$ cat config.mk
export PLATFORM = sky130hd
export DESIGN_NAME = mrd_tag_alloc_arb_flat
export DESIGN_NICKNAME = d
export VERILOG_FILES = /design/src/rtl/mrd_tag_alloc_arb_if.sv /design/src/rtl/mrd_tag_alloc_arb.sv /design/src/flat_wrapper.sv
export SDC_FILE = /design/constraint.sdc
export NUM_CORES = 1
export LEC_CHECK = 0
export CORE_MARGIN = 2
export CORE_UTILIZATION = 35
export CTS_CLUSTER_DIAMETER = 60
export DETAILED_ROUTE_END_ITERATION = 10
export GPL_TIMING_DRIVEN = 0
export PLACE_DENSITY = 0.56
export REMOVE_ABC_BUFFERS = 1
export SETUP_SLACK_MARGIN = 0.15
export SLEW_MARGIN = 30
export SYNTH_ARGS = -nofsm -noshare
export SYNTH_HDL_FRONTEND = slang
export SYNTH_SLANG_ARGS = --single-unit
export TNS_END_PERCENT = 1
$ cat constraint.sdc
create_clock -name s_axi_clk -period 8.1 [get_ports s_axi_clk]
set_clock_uncertainty 0.1 [all_clocks]
set_input_delay 0.81 -clock s_axi_clk [delete_from_list [all_inputs] [get_ports s_axi_clk]]
set_output_delay 0.81 -clock s_axi_clk [all_outputs]
set_load 0.03 [all_outputs]
$ cat src/rtl/mrd_tag_alloc_arb_if.sv
// Request/grant and tag-release bundle between the S2C channels, the RC completion demux
// and the shared MRd tag allocator. The master side drives requests and releases.
interface mrd_tag_alloc_arb_if #(
    parameter int NUM_CHAN = 4,
    parameter int NUM_TAGS = 32,
    parameter int CNT_W    = $clog2(NUM_TAGS + 1)
);
    logic                sys_ena;
    logic [NUM_CHAN-1:0] alloc_tag_req;
    logic [NUM_CHAN-1:0] allocated_tag_rdy;
    logic [7:0]          allocated_tag;
    logic                tag_release_valid;
    logic [7:0]          tag_release_tag;
    logic [CNT_W-1:0]    tags_in_use;
    logic                pool_empty;
    logic                release_err;

    modport master (
        output sys_ena, alloc_tag_req, tag_release_valid, tag_release_tag,
        input  allocated_tag_rdy, allocated_tag, tags_in_use, pool_empty, release_err
    );

    modport slave (
        input  sys_ena, alloc_tag_req, tag_release_valid, tag_release_tag,
        output allocated_tag_rdy, allocated_tag, tags_in_use, pool_empty, release_err
    );
endinterface

$ cat src/rtl/mrd_tag_alloc_arb.sv
// Shared MRd tag allocator: round-robin grant of one channel per cycle, handing out the
// lowest free tag of a bitmap pool; tags return to the pool on last-completion release.
module mrd_tag_alloc_arb #(
    parameter int NUM_CHAN = 4,
    parameter int NUM_TAGS = 32,
    parameter int CNT_W    = $clog2(NUM_TAGS + 1)
) (
    input  logic               s_axi_clk,
    input  logic               s_axi_rstn,
    mrd_tag_alloc_arb_if.slave bus
);
    localparam int PTR_W = (NUM_CHAN > 1) ? $clog2(NUM_CHAN) : 1;

    logic [NUM_TAGS-1:0]   busy_q, busy_d;
    logic [PTR_W-1:0]      rr_q, rr_d;
    logic [NUM_CHAN-1:0]   rdy_q, rdy_d;
    logic [7:0]            tag_q, tag_d;
    logic [CNT_W-1:0]      cnt_q, cnt_d;
    logic                  empty_q, empty_d;
    logic                  err_q, err_d;

    logic [NUM_CHAN-1:0]   eligible;
    logic [2*NUM_CHAN-1:0] elig_rot;
    logic                  win_found;
    int                    win_idx;
    logic                  free_found;
    logic [7:0]            free_tag;
    logic [NUM_TAGS-1:0]   free_oh;
    logic [NUM_TAGS-1:0]   rel_clr;
    logic                  rel_ok;
    logic                  grant;

    // The channel granted last cycle still holds req, so it is masked for one cycle.
    // NOTE: every always_comb output gets a default first so no path can infer a latch.
    always_comb begin
        eligible  = bus.alloc_tag_req & ~rdy_q;
        elig_rot  = {eligible, eligible} >> rr_q;
        win_found = 1'b0;
        win_idx   = 0;
        for (int k = NUM_CHAN - 1; k >= 0; k--) begin
            if (elig_rot[k]) begin
                win_found = 1'b1;
                win_idx   = (int'(rr_q) + k) % NUM_CHAN;
            end
        end
    end

    always_comb begin
        free_found = 1'b0;
        free_tag   = 8'd0;
        free_oh    = '0;
        for (int t = NUM_TAGS - 1; t >= 0; t--) begin
            if (!busy_q[t]) begin
                free_found = 1'b1;
                free_tag   = 8'(t);
                free_oh    = '0;
                free_oh[t] = 1'b1;
            end
        end
    end

    // Release is legal only for an in-range tag that is currently busy.
    always_comb begin
        rel_clr = '0;
        for (int t = 0; t < NUM_TAGS; t++) begin
            rel_clr[t] = bus.tag_release_valid && (bus.tag_release_tag == 8'(t)) && busy_q[t];
        end
        rel_ok = |rel_clr;
    end

    always_comb begin
        grant   = bus.sys_ena & win_found & free_found;
        busy_d  = (busy_q & ~rel_clr) | (grant ? free_oh : '0);
        cnt_d   = cnt_q + CNT_W'(grant) - CNT_W'(rel_ok);
        empty_d = &busy_d;
        err_d   = bus.tag_release_valid & ~rel_ok;
        rr_d    = rr_q;
        rdy_d   = '0;
        tag_d   = tag_q;
        if (grant) begin
            rr_d  = PTR_W'((win_idx + 1) % NUM_CHAN);
            tag_d = free_tag;
            for (int c = 0; c < NUM_CHAN; c++) begin
                rdy_d[c] = (win_idx == c);
            end
        end
    end

    // NOTE: state registers use non-blocking assignments so every flop samples pre-edge values.
    always_ff @(posedge s_axi_clk) begin
        if (!s_axi_rstn) begin
            // NOTE: the bitmap is a flop vector, not RAM, so clearing it on reset is cheap and forgets outstanding tags.
            busy_q  <= '0;
            rr_q    <= '0;
            rdy_q   <= '0;
            tag_q   <= 8'd0;
            cnt_q   <= '0;
            empty_q <= 1'b0;
            err_q   <= 1'b0;
        end else begin
            busy_q  <= busy_d;
            rr_q    <= rr_d;
            rdy_q   <= rdy_d;
            tag_q   <= tag_d;
            cnt_q   <= cnt_d;
            empty_q <= empty_d;
            err_q   <= err_d;
        end
    end

    assign bus.allocated_tag_rdy = rdy_q;
    assign bus.allocated_tag     = tag_q;
    assign bus.tags_in_use       = cnt_q;
    assign bus.pool_empty        = empty_q;
    assign bus.release_err       = err_q;
endmodule

$ cat src/flat_wrapper.sv
// flat-port wrapper written by rule: the top's interface ports become plain ports
module mrd_tag_alloc_arb_flat 
#(
    parameter int NUM_CHAN = 4,
    parameter int NUM_TAGS = 32,
    parameter int CNT_W    = $clog2(NUM_TAGS + 1)
)
  (s_axi_clk, s_axi_rstn, bus_sys_ena, bus_alloc_tag_req, bus_tag_release_valid, bus_tag_release_tag, bus_allocated_tag_rdy, bus_allocated_tag, bus_tags_in_use, bus_pool_empty, bus_release_err);
  mrd_tag_alloc_arb_if #(.NUM_CHAN(NUM_CHAN), .NUM_TAGS(NUM_TAGS), .CNT_W(CNT_W)) bus_i ();
  input  logic s_axi_clk;
  input  logic s_axi_rstn;
  input wire logic [$bits(bus_i.sys_ena)-1:0] bus_sys_ena;
  input wire logic [$bits(bus_i.alloc_tag_req)-1:0] bus_alloc_tag_req;
  input wire logic [$bits(bus_i.tag_release_valid)-1:0] bus_tag_release_valid;
  input wire logic [$bits(bus_i.tag_release_tag)-1:0] bus_tag_release_tag;
  output wire logic [$bits(bus_i.allocated_tag_rdy)-1:0] bus_allocated_tag_rdy;
  output wire logic [$bits(bus_i.allocated_tag)-1:0] bus_allocated_tag;
  output wire logic [$bits(bus_i.tags_in_use)-1:0] bus_tags_in_use;
  output wire logic [$bits(bus_i.pool_empty)-1:0] bus_pool_empty;
  output wire logic [$bits(bus_i.release_err)-1:0] bus_release_err;
  assign bus_i.sys_ena = bus_sys_ena;
  assign bus_i.alloc_tag_req = bus_alloc_tag_req;
  assign bus_i.tag_release_valid = bus_tag_release_valid;
  assign bus_i.tag_release_tag = bus_tag_release_tag;
  assign bus_allocated_tag_rdy = bus_i.allocated_tag_rdy;
  assign bus_allocated_tag = bus_i.allocated_tag;
  assign bus_tags_in_use = bus_i.tags_in_use;
  assign bus_pool_empty = bus_i.pool_empty;
  assign bus_release_err = bus_i.release_err;
  mrd_tag_alloc_arb #(.NUM_CHAN(NUM_CHAN), .NUM_TAGS(NUM_TAGS), .CNT_W(CNT_W)) u_core (.s_axi_clk(s_axi_clk), .s_axi_rstn(s_axi_rstn), .bus(bus_i));
endmodule
==> results of run 1 <==
## cells in the mapped netlist (all sizes together), types with 6 or more instances
| cell | count | area share (%) |
|---|---|---|
| a311oi | 17 | 4.3 |
| dfxtp | 51 | 29 |
| a31oi | 6 | 1.1 |
| nand2 | 41 | 4.4 |
| and3 | 11 | 2.0 |
| and4 | 7 | 1.9 |
| o22ai | 6 | 1.1 |
| nor2 | 35 | 3.8 |
| nand3 | 14 | 2.0 |
| nand4 | 18 | 3.4 |
| clkbuf | 19 | 2.6 |
| inv | 23 | 2.5 |
| and2 | 19 | 3.4 |
| o21ai | 21 | 3.0 |
| nand2b | 7 | 1.3 |
| nor2b | 6 | 1.1 |
| ha | 10 | 3.6 |
| nor3 | 14 | 2.0 |
| buf | 18 | 3.4 |
| a21oi | 21 | 3.0 |
## per-layer routing
metal	vias up	GRT usage, %	routed length, um
li1	1692	-	-
met1	1631	27.8	4910
met2	216	31.6	4910
met3	35	3.70	1010
met4	0	8.69	370
met5	-	0	0
## worst paths after layout
| check | start | to | slack [ns] |
|---|---|---|---|
| min reg2reg | u_core.bus.allocated_tag[4] | u_core.bus.allocated_tag[4] | 0.38 |
| max | bus_tag_release_tag[5] | u_core.bus.tags_in_use[4] | 3.25 |
| max reg2reg | u_core.busy_q[28] | u_core.bus.tags_in_use[4] | 4.58 |
| min | u_core.bus.allocated_tag[4] | u_core.bus.allocated_tag[4] | 0.38 |
## power by group through the flow
stage,logic [mW],registers [mW],clock network (mW)
after global placement,0.192,0.285,0
after detailed placement,0.195,0.285,0
after floorplan,0.108,0.309,0
final,0.196,0.279,0.162
after CTS,0.196,0.279,0.163
after global routing,0.214,0.281,0.175
## cells by family (layout without fill, tap and decap cells)
family | Yosys count | in the layout | synth area share, %
buffers and inverters | 60 | 63 | 8.44
xor gates and xnor gates | 4 | 4 | 1.00
DFF | 51 | 51 | 29.2
other | 1 | 3 | 0.107
and+or+nand+nor | 192 | 192 | 30.1
adders and majority gates | 11 | 11 | 4.15
muxes | 2 | 2 | 0.572
AOI/OAI and AO/OA | 129 | 129 | 26.4
## area by class of cell
| type | count | area share [%] |
|---|---|---|
| clock inverters | 3 | 0.675 |
| repair buffers | 32 | 8.10 |
| multi-input cells | 341 | 56.7 |
| inverters | 23 | 2.22 |
| flip-flops and latches | 51 | 26.2 |
| well taps | 133 | 4.28 |
| clock buffers | 5 | 1.77 |
## worst reg2reg max path: stages (launching register included)
cell	delay (ns)
dfxtp_1	0.45
and3_1	0.21
o211ai_1	0.21
nand2b_1	0.10
a221oi_1	0.23
a311oi_1	0.08
a2111o_1	0.48
ha_1	0.29
inv_1	0.04
ha_1	0.20
fa_1	0.45
a21o_1	0.19
a21oi_1	0.17
xor2_1	0.16
nor2_1	0.05
## registers in the layout (all words and copies together), names as in the netlist
register,count
u_core.bus.allocated_tag_rdy,4
u_core.bus.tags_in_use,6
u_core.bus.release_err,1
u_core.bus.allocated_tag,5
u_core.bus.pool_empty,1
u_core.rr_q,2
u_core.busy_q,32
==> flow_summary.json, run 1 <==
{
  "p_clk_share_pct": 25.4,
  "ys_seq_area_share_pct": 29.2,
  "design_area_mm2": 0.00389,
  "worstHoldPathCells": 2,
  "numCtsBuffers": 5,
  "max_freq_mhz": 206,
  "gr-total-overflow": 0,
  "clk_pin_slew_worst_paths_ns": 0.11,
  "setup_slack_ns": 3.25,
  "drt-total-wl_um": 11200,
  "p_seq_share_pct": 43.9,
  "slowest_delay_ns": 0.76,
  "gp_congestion": 0.924,
  "synth_ff_type": "dfxtp_1",
  "worstMarginPinSlew_ns": 0.968,
  "place_ws_ns": 3.03,
  "report.final.setup_viol": 0,
  "syn_area_per_cell_um2": 7.78,
  "pwr_density_cell_mw_per_mm2": 164,
  "core_area_mm2": 0.00973,
  "synth-edff-count": 0,
  "cts_tree": "yes",
  "peakVddDrop_v": 0.000126,
  "max_cap_viol_count": 0,
  "min_path_type": "flip-flop to flip-flop",
  "fp.dieH_um": 104,
  "rsz0062_at_grt": "false",
  "p_int_mw": 0.416,
  "cpMostUsedCell": "ha_1",
  "ff_latch_area_mm2": 0.00102,
  "cp.arrival_ns": 4.95,
  "p_total_mw": 0.637,
  "track_usage_pct": 20.4,
  "p_sw_mw": 0.220,
  "yosysWarningCount": 0,
  "fp.dieW_um": 104,
  "report.final.slew_viol_count": 0,
  "finalSetupTns_ns": 0,
  "crit_buf_inv": 2,
  "port-buffer-count": 32,
  "fillerInstances": 1038,
  "comb_power_share_pct": 30.8,
  "crit_path_max_fanout": 8,
  "min_period_ns": 4.85,
  "htree_levels": 2,
  "die-area_mm2": 0.0108,
  "final_common_cell": "dfxtp_1",
  "hold_viol": 0,
  "power_leakage_nw": 1.25,
  "whs_ns": 0.377,
  "rows": 36,
  "fin_nets": 481,
  "via_per_inst": 6.08,
  "area_growth_pct": 11.2,
  "async_reset_ff_share_pct": 0,
  "ys_ff_latch": 51,
  "clk_path_buf_depth": 2,
  "synth_cell_types": 70,
  "fin_cells": 588,
  "worstPathRequired_ns": 8.20,
  "finalCritPeriodShare_pct": 59.9,
  "grt_antenna_before_repair": 0,
  "grt_pass1_wl_um": 18000,
  "drc": 0,
  "dp_hpwl_um": 8090,
  "postCtsSetupBuffers": 0,
  "initial_core_util_pct": 36.0,
  "cts_root_buffer": "clkbuf_8",
  "antenna_left": 0,
  "vias": 3574,
  "fin_util_pct": 40.0,
  "multi_input_area_mm2": 0.00221,
  "cp_slowest_cell": "nor3_1",
  "final_cell_mix": "dfxtp_1 (51), nand2_1 (41), nor2_1 (33), clkdlybuf4s50_1 (31), inv_1 (22)",
  "antenna_cells": 0,
  "rr_worst_depth": 14,
  "synth_cells": 450,
  "cts_resized": 0,
  "clock_sinks": 51,
  "start_kind": "input port",
  "dr.first_iter.drc_count": 359,
  "p_sw_share_pct": 34.6,
  "wire_per_inst_um": 19.0,
  "status": "finished clean",
  "placed_area_mm2": 0.00379,
  "relSlewSlack_pct": 35.3,
  "dp_cells": 580,
  "path_delay_family": "simple AND/OR/NAND/NOR gates",
  "cts_hold_buf": 0,
  "crit_type": "input port to flip-flop",
  "end_kind": "flip-flop",
  "clkLatencyLatePin_ns": 0.32,
  "drive_gt1_share_pct": 6.15,
  "grt_max_degree": 29,
  "grt_pass1_vias": 3396,
  "crit_chain": "clkdlybuf4s50_1 > or4b_1 > nor3_1 > a222oi_1 > and3_1 > a311oi_1 > a2111o_1 > ha_1 > inv_1 > ha_1 > fa_1 > a21o_1 > a21oi_1 > xor2_1 > nor2_1",
  "syn_area_mm2": 0.00350,
  "pin_count": 36,
  "cp.depth": 15,
  "dr.pass1.iters": 5
}
No activity file was read; power rests on OpenSTA's default activity.
==> run 2: changes to the inputs <==
Clock period 8.1 ns to 4.6 ns, I/O delays scaled along.
==> flow_summary.json, run 2 (same netlist as run 1, synthesis figures left out) <==
{
  "antenna_cells": 0,
  "p_sw_share_pct": 34.8,
  "r2r_end": "u_core.bus.tags_in_use[4]",
  "clk_pin_slew_worst_paths_ns": 0.11,
  "track_usage_pct": 20.4,
  "r2r-start": "u_core.busy_q[28]",
  "p_clk_share_pct": 25.4,
  "min_period_ns": 4.20,
  "fin_util_pct": 40.5,
  "p_sw_mw": 0.391,
  "cts_tree": "yes",
  "initial_core_util_pct": 36.0,
  "crit_type": "input port to flip-flop",
  "cpMostUsedCell": "ha_1",
  "clk_path_buf_depth": 2,
  "finalCritPeriodShare_pct": 91.3,
  "report.final.setup_viol": 0,
  "worstPathRequired_ns": 4.70,
  "rows": 36,
  "rsz0062_at_grt": "false",
  "die-area_mm2": 0.0108,
  "pwr_density_cell_mw_per_mm2": 285,
  "grt_pass1_wl_um": 18000,
  "p_seq_share_pct": 43.7,
  "cp.arrival_ns": 4.30,
  "numCtsBuffers": 5,
  "holdPathEnd": "u_core.bus.allocated_tag[4]",
  "slowest_delay_ns": 0.79,
  "hp-start": "u_core.bus.allocated_tag[4]",
  "cts_root_buffer": "clkbuf_8",
  "hold_viol": 0,
  "grt_pass1_vias": 3396,
  "regToRegSetupSlack_ns": 1.09,
  "p_int_mw": 0.734,
  "drive_gt1_share_pct": 7.03,
  "dr.first_iter.drc_count": 395,
  "finalSetupTns_ns": 0,
  "dr.pass1.iters": 5,
  "start_kind": "input port",
  "clkLatencyLatePin_ns": 0.32,
  "vias": 3592,
  "pin_count": 36,
  "largest_register": "u_core.busy_q",
  "fp.dieW_um": 104,
  "max_freq_mhz": 238,
  "dp_hpwl_um": 8090,
  "peakVddDrop_v": 0.000221,
  "worstMarginPinSlew_ns": 0.885,
  "antenna_left": 0,
  "multi_input_area_mm2": 0.00225,
  "drc": 0,
  "relSlewSlack_pct": 40.8,
  "power_leakage_nw": 1.29,
  "largest_reg_flops": 32,
  "htree_levels": 2,
  "fillerInstances": 1032,
  "end_kind": "flip-flop",
  "crit_path_max_fanout": 8,
  "port-buffer-count": 32,
  "rr_worst_depth": 14,
  "place_ws_ns": -0.121,
  "grt_max_degree": 29,
  "gr-total-overflow": 0,
  "core_area_mm2": 0.00973,
  "final_common_cell": "dfxtp_1",
  "fin_nets": 481,
  "area_growth_pct": 12.6,
  "ff_latch_area_mm2": 0.00102,
  "max_cap_viol_count": 0,
  "comb_power_share_pct": 30.9,
  "setup_slack_ns": 0.401,
  "clock_sinks": 51,
  "cp_slowest_cell": "or4b_1",
  "crit_chain": "clkdlybuf4s50_1 > or4b_1 > nor3_2 > a222oi_1 > a311oi_1 > a2111o_1 > ha_1 > inv_1 > ha_1 > fa_1 > a21o_1 > a21oi_1 > xor2_1 > nor2_1",
  "min_path_type": "flip-flop to flip-flop",
  "wire_per_inst_um": 19.1,
  "fp.dieH_um": 104,
  "drt-total-wl_um": 11200,
  "via_per_inst": 6.11,
  "grt_antenna_before_repair": 0,
  "gp_congestion": 0.924,
  "worstHoldPathCells": 2,
  "report.final.slew_viol_count": 0,
  "status": "finished clean",
  "final_cell_mix": "dfxtp_1 (51), nand2_1 (41), nor2_1 (33), clkdlybuf4s50_1 (30), inv_1 (22)"
}
run 2: cell types whose count changed in the layout (fill, tap and decap cells not counted), sizes merged:
cell           change
clkdlybuf4s50      -1
dlymetal6s2s       +1
run 2: critical path, delay by kind of cell:
family | cells | cell delay [ns]
adder cells (fa/ha/maj) | 3 | 0.78
buffers and inverters | 2 | 0.48
XOR/XNOR | 1 | 0.16
AO/OA/AOI/OAI | 5 | 1.05
AND/OR/NAND/NOR | 3 | 1.36
run 2: worst max path at each step:
stage | end | start | cells past startpoint | slack [ns]
floorplan | u_core.bus.tags_in_use[4] | bus_tag_release_tag[5] | 14 | 0.88
global placement | u_core.bus.tags_in_use[4] | bus_tag_release_tag[5] | 15 | -0.18
global route | u_core.bus.tags_in_use[4] | bus_tag_release_tag[5] | 15 | 0.14
finish | u_core.bus.tags_in_use[4] | bus_tag_release_tag[5] | 14 | 0.40
detailed placement | u_core.bus.tags_in_use[4] | bus_tag_release_tag[5] | 15 | -0.12
CTS | u_core.bus.tags_in_use[4] | bus_tag_release_tag[5] | 15 | 0.19
run 2: cell type report:
cell class	count	area share, %
flip-flops and latches	51	25.9
multi-input cells	341	57.2
well taps	133	4.22
clock buffers	5	1.75
repair buffers	32	8.06
clock inverters	3	0.667
inverters	23	2.19
run 2: repair_timing:
item / in CTS / in global routing
setup endpoints to repair: 0 / 2
hold buffers: 0 / 0
gates resized for setup: 0 / 9
setup buffers: 0 / 0
run 2: power groups by stage:
| stage | Sequential (mW) | Combinational [mW] | Clock, mW |
|---|---|---|---|
| 2_1_floorplan | 0.544 | 0.190 | 0 |
| 3_3_place_gp | 0.501 | 0.338 | 0 |
| 3_5_place_dp | 0.502 | 0.344 | 0 |
| 4_1_cts | 0.492 | 0.346 | 0.287 |
| 5_1_grt | 0.495 | 0.381 | 0.309 |
| 6_report | 0.492 | 0.348 | 0.286 |
run 2: metrics by stage:
stage	instances	area (um^2)	power, mW	hold slack [ns]
after floorplan	415	3300	0.734	0.404
after global routing	588	3940	1.19	0.395
after detailed placement	580	3790	0.847	0.367
after CTS	588	3880	1.13	0.382
final	588	3940	1.13	0.377
after global placement	580	3780	0.839	0.365
run 2: routing by layer:
layer  vias to the layer above  global-route usage, %  part of all wire [%]
met3                        31                   3.70                   8.4
met5                         -                      0                     0
met4                         0                   8.69                   3.2
li1                       1686                      -                     -
met2                       194                   31.6                    45
met1                      1681                   27.8                    44
==> run 3: changes to the inputs <==
Settings changed: ABC_AREA set to 1, PLACE_DENSITY 0.56 to 0.55.
==> flow_summary.json, run 3 <==
{
  "area_growth_pct": 17.2,
  "ys_seq_area_share_pct": 28.7,
  "cts_root_buffer": "clkbuf_8",
  "place_ws_ns": -0.447,
  "final_cell_mix": "nand2_1 (112), inv_1 (103), nor2_1 (99), dfxtp_1 (51), nand3_1 (33)",
  "drc": 0,
  "comb_power_share_pct": 38.4,
  "min_path_type": "flip-flop to flip-flop",
  "pin_count": 36,
  "fp.dieW_um": 105,
  "dp_cells": 731,
  "largest_register": "u_core.busy_q",
  "end_kind": "flip-flop",
  "gp_congestion": 0.973,
  "synth_cell_types": 50,
  "grt_antenna_before_repair": 0,
  "htree_levels": 2,
  "hold_viol": 0,
  "yosysTopAreaCell": "dfxtp_1",
  "grt_max_degree": 39,
  "crit_path_max_fanout": 14,
  "finalCritPeriodShare_pct": 90.9,
  "fin_nets": 638,
  "synth_area_leaders": "dfxtp_1 (29%), nand2_1 (12%), inv_1 (11%)",
  "vias": 3772,
  "dr.pass1.iters": 5,
  "power_leakage_nw": 1.58,
  "max_freq_mhz": 239,
  "largest_reg_flops": 32,
  "final_common_cell": "nand2_1",
  "clock_sinks": 51,
  "drive_gt1_share_pct": 6.37,
  "clkLatencyLatePin_ns": 0.31,
  "syn_area_per_cell_um2": 6.14,
  "yosysWarningCount": 0,
  "grt_pass1_vias": 3552,
  "p_seq_share_pct": 36.0,
  "syn_area_mm2": 0.00356,
  "cts_tree": "yes",
  "synth_cells": 580,
  "port-buffer-count": 32,
  "pwr_density_cell_mw_per_mm2": 350,
  "peakVddDrop_v": 0.000154,
  "finalSetupTns_ns": 0,
  "setup_slack_ns": 0.417,
  "drt-total-wl_um": 10700,
  "die-area_mm2": 0.0110,
  "dp_hpwl_um": 8510,
  "report.final.slew_viol_count": 0,
  "antenna_left": 0,
  "wire_per_inst_um": 14.4,
  "dr.first_iter.drc_count": 249,
  "p_sw_share_pct": 37.6,
  "synth_top_area_share_pct": 28.7,
  "clk_pin_slew_worst_paths_ns": 0.10,
  "fin_cells": 745,
  "gr-total-overflow": 0,
  "ff_latch_area_mm2": 0.00102,
  "core_area_mm2": 0.00982,
  "p_clk_share_pct": 25.6,
  "worstPathRequired_ns": 4.75,
  "worstMarginPinSlew_ns": 0.703,
  "clk_path_buf_depth": 2,
  "numCtsBuffers": 5,
  "fillerInstances": 1116,
  "status": "finished clean",
  "cp.arrival_ns": 4.34,
  "relSlewSlack_pct": 53.1,
  "multi_input_area_mm2": 0.00207,
  "rsz0062_at_grt": "false",
  "initial_core_util_pct": 36.3,
  "synth-edff-count": 0,
  "min_period_ns": 4.18,
  "synth_ff_type": "dfxtp_1",
  "fp.dieH_um": 105,
  "p_sw_mw": 0.550,
  "ys_ff_latch": 51,
  "report.final.setup_viol": 0,
  "rows": 36,
  "post-synth-top-count-cell": "nand2_1",
  "max_cap_viol_count": 0,
  "start_kind": "input port",
  "p_int_mw": 0.912,
  "crit_type": "input port to flip-flop",
  "grt_pass1_wl_um": 17600,
  "track_usage_pct": 19.9,
  "antenna_cells": 0,
  "via_per_inst": 5.06,
  "synth_common_cells": "nand2_1 (112), inv_1 (105), nor2_1 (100)",
  "async_reset_ff_share_pct": 0
}
-- run 3: changes by cell type in the layout (fill, tap and decap cells not counted), moves of 16 or more --
cell	before	now
nor2_1	33	99
and2_1	18	1
a311oi_1	17	1
nand3_1	14	33
nand2_1	41	112
inv_1	22	103
-- run 3: path summary, 6_finish.rpt --
check / start / end / slack [ns] / cells past startpoint
max: bus_tag_release_valid / u_core.bus.tags_in_use[4] / 0.42 / 22
min: u_core.bus.allocated_tag[4] / u_core.bus.allocated_tag[4] / 0.37 / 2
max reg2reg: u_core.busy_q[6] / u_core.bus.tags_in_use[4] / 1.21 / 15
min reg2reg: u_core.bus.allocated_tag[4] / u_core.bus.allocated_tag[4] / 0.37 / 2
-- run 3: logic make-up after synthesis --
kind of cell,Yosys count,share of synthesized area (%)
adders and majority gates,11,4.08
and+or+nand+nor,304,37.9
other,1,0.105
xor gates and xnor gates,3,0.738
buffers and inverters,126,13.9
DFF,51,28.7
muxes,1,0.281
AOI/OAI and AO/OA,83,14.3
-- run 3: power by group through the flow --
| stage | Sequential, mW | Combinational, mW | Clock, mW |
|---|---|---|---|
| 4_1_cts | 0.527 | 0.563 | 0.386 |
| 3_5_place_dp | 0.537 | 0.561 | 0 |
| 2_1_floorplan | 0.589 | 0.345 | 0 |
| 3_3_place_gp | 0.536 | 0.544 | 0 |
| 5_1_grt | 0.534 | 0.638 | 0.401 |
| 6_report | 0.527 | 0.561 | 0.374 |
-- run 3: routing by layer --
metal	track usage (%)	share of wire, %	vias up
li1	-	-	1929
met1	26.8	46	1694
met2	31.4	45	127
met3	3.56	6.0	22
met4	7.90	3.0	0
met5	0	0	-
-- run 3: critical path, stage by stage --
cell and delay [ns]:
clkdlybuf4s50_1 0.40, inv_1 0.11, nor2_4 0.10, nand3_4 0.16
clkinvlp_4 0.19, clkbuf_2 0.19, buf_4 0.14, nand3_1 0.06
o211ai_1 0.09, a221oi_1 0.24, nand3_1 0.16, nor4_1 0.21
o2111ai_1 0.24, ha_1 0.34, inv_1 0.04, ha_1 0.20
fa_1 0.44, a21oi_1 0.16, nor2_1 0.06, nor2_1 0.12
o21ai_0 0.09, a21oi_1 0.13
-- run 3: per-stage QoR --
stage	hold slack, ns	util, %	area (um^2)	total power, mW
3_5_place_dp	0.359	40.5	3970	1.10
3_3_place_gp	0.355	40.5	3970	1.08
4_1_cts	0.375	41.9	4110	1.48
5_1_grt	0.395	42.5	4170	1.57
2_1_floorplan	0.392	-	3490	0.934
6_report	0.370	42.5	4170	1.46
-- run 3: what timing repair did --
action                     CTS  global route
setup endpoints to repair    4             2
buffers inserted             0             6
resized for setup            2             4
hold buffers                 0             0
-- run 3: area by class of cell --
| class | instances | area share [%] |
|---|---|---|
| clock buffers | 6 | 1.74 |
| well taps | 133 | 3.99 |
| clock inverters | 2 | 1.44 |
| inverters | 110 | 10.0 |
| multi-input cells | 405 | 49.6 |
| repair buffers | 38 | 8.69 |
| flip-flops and latches | 51 | 24.5 |
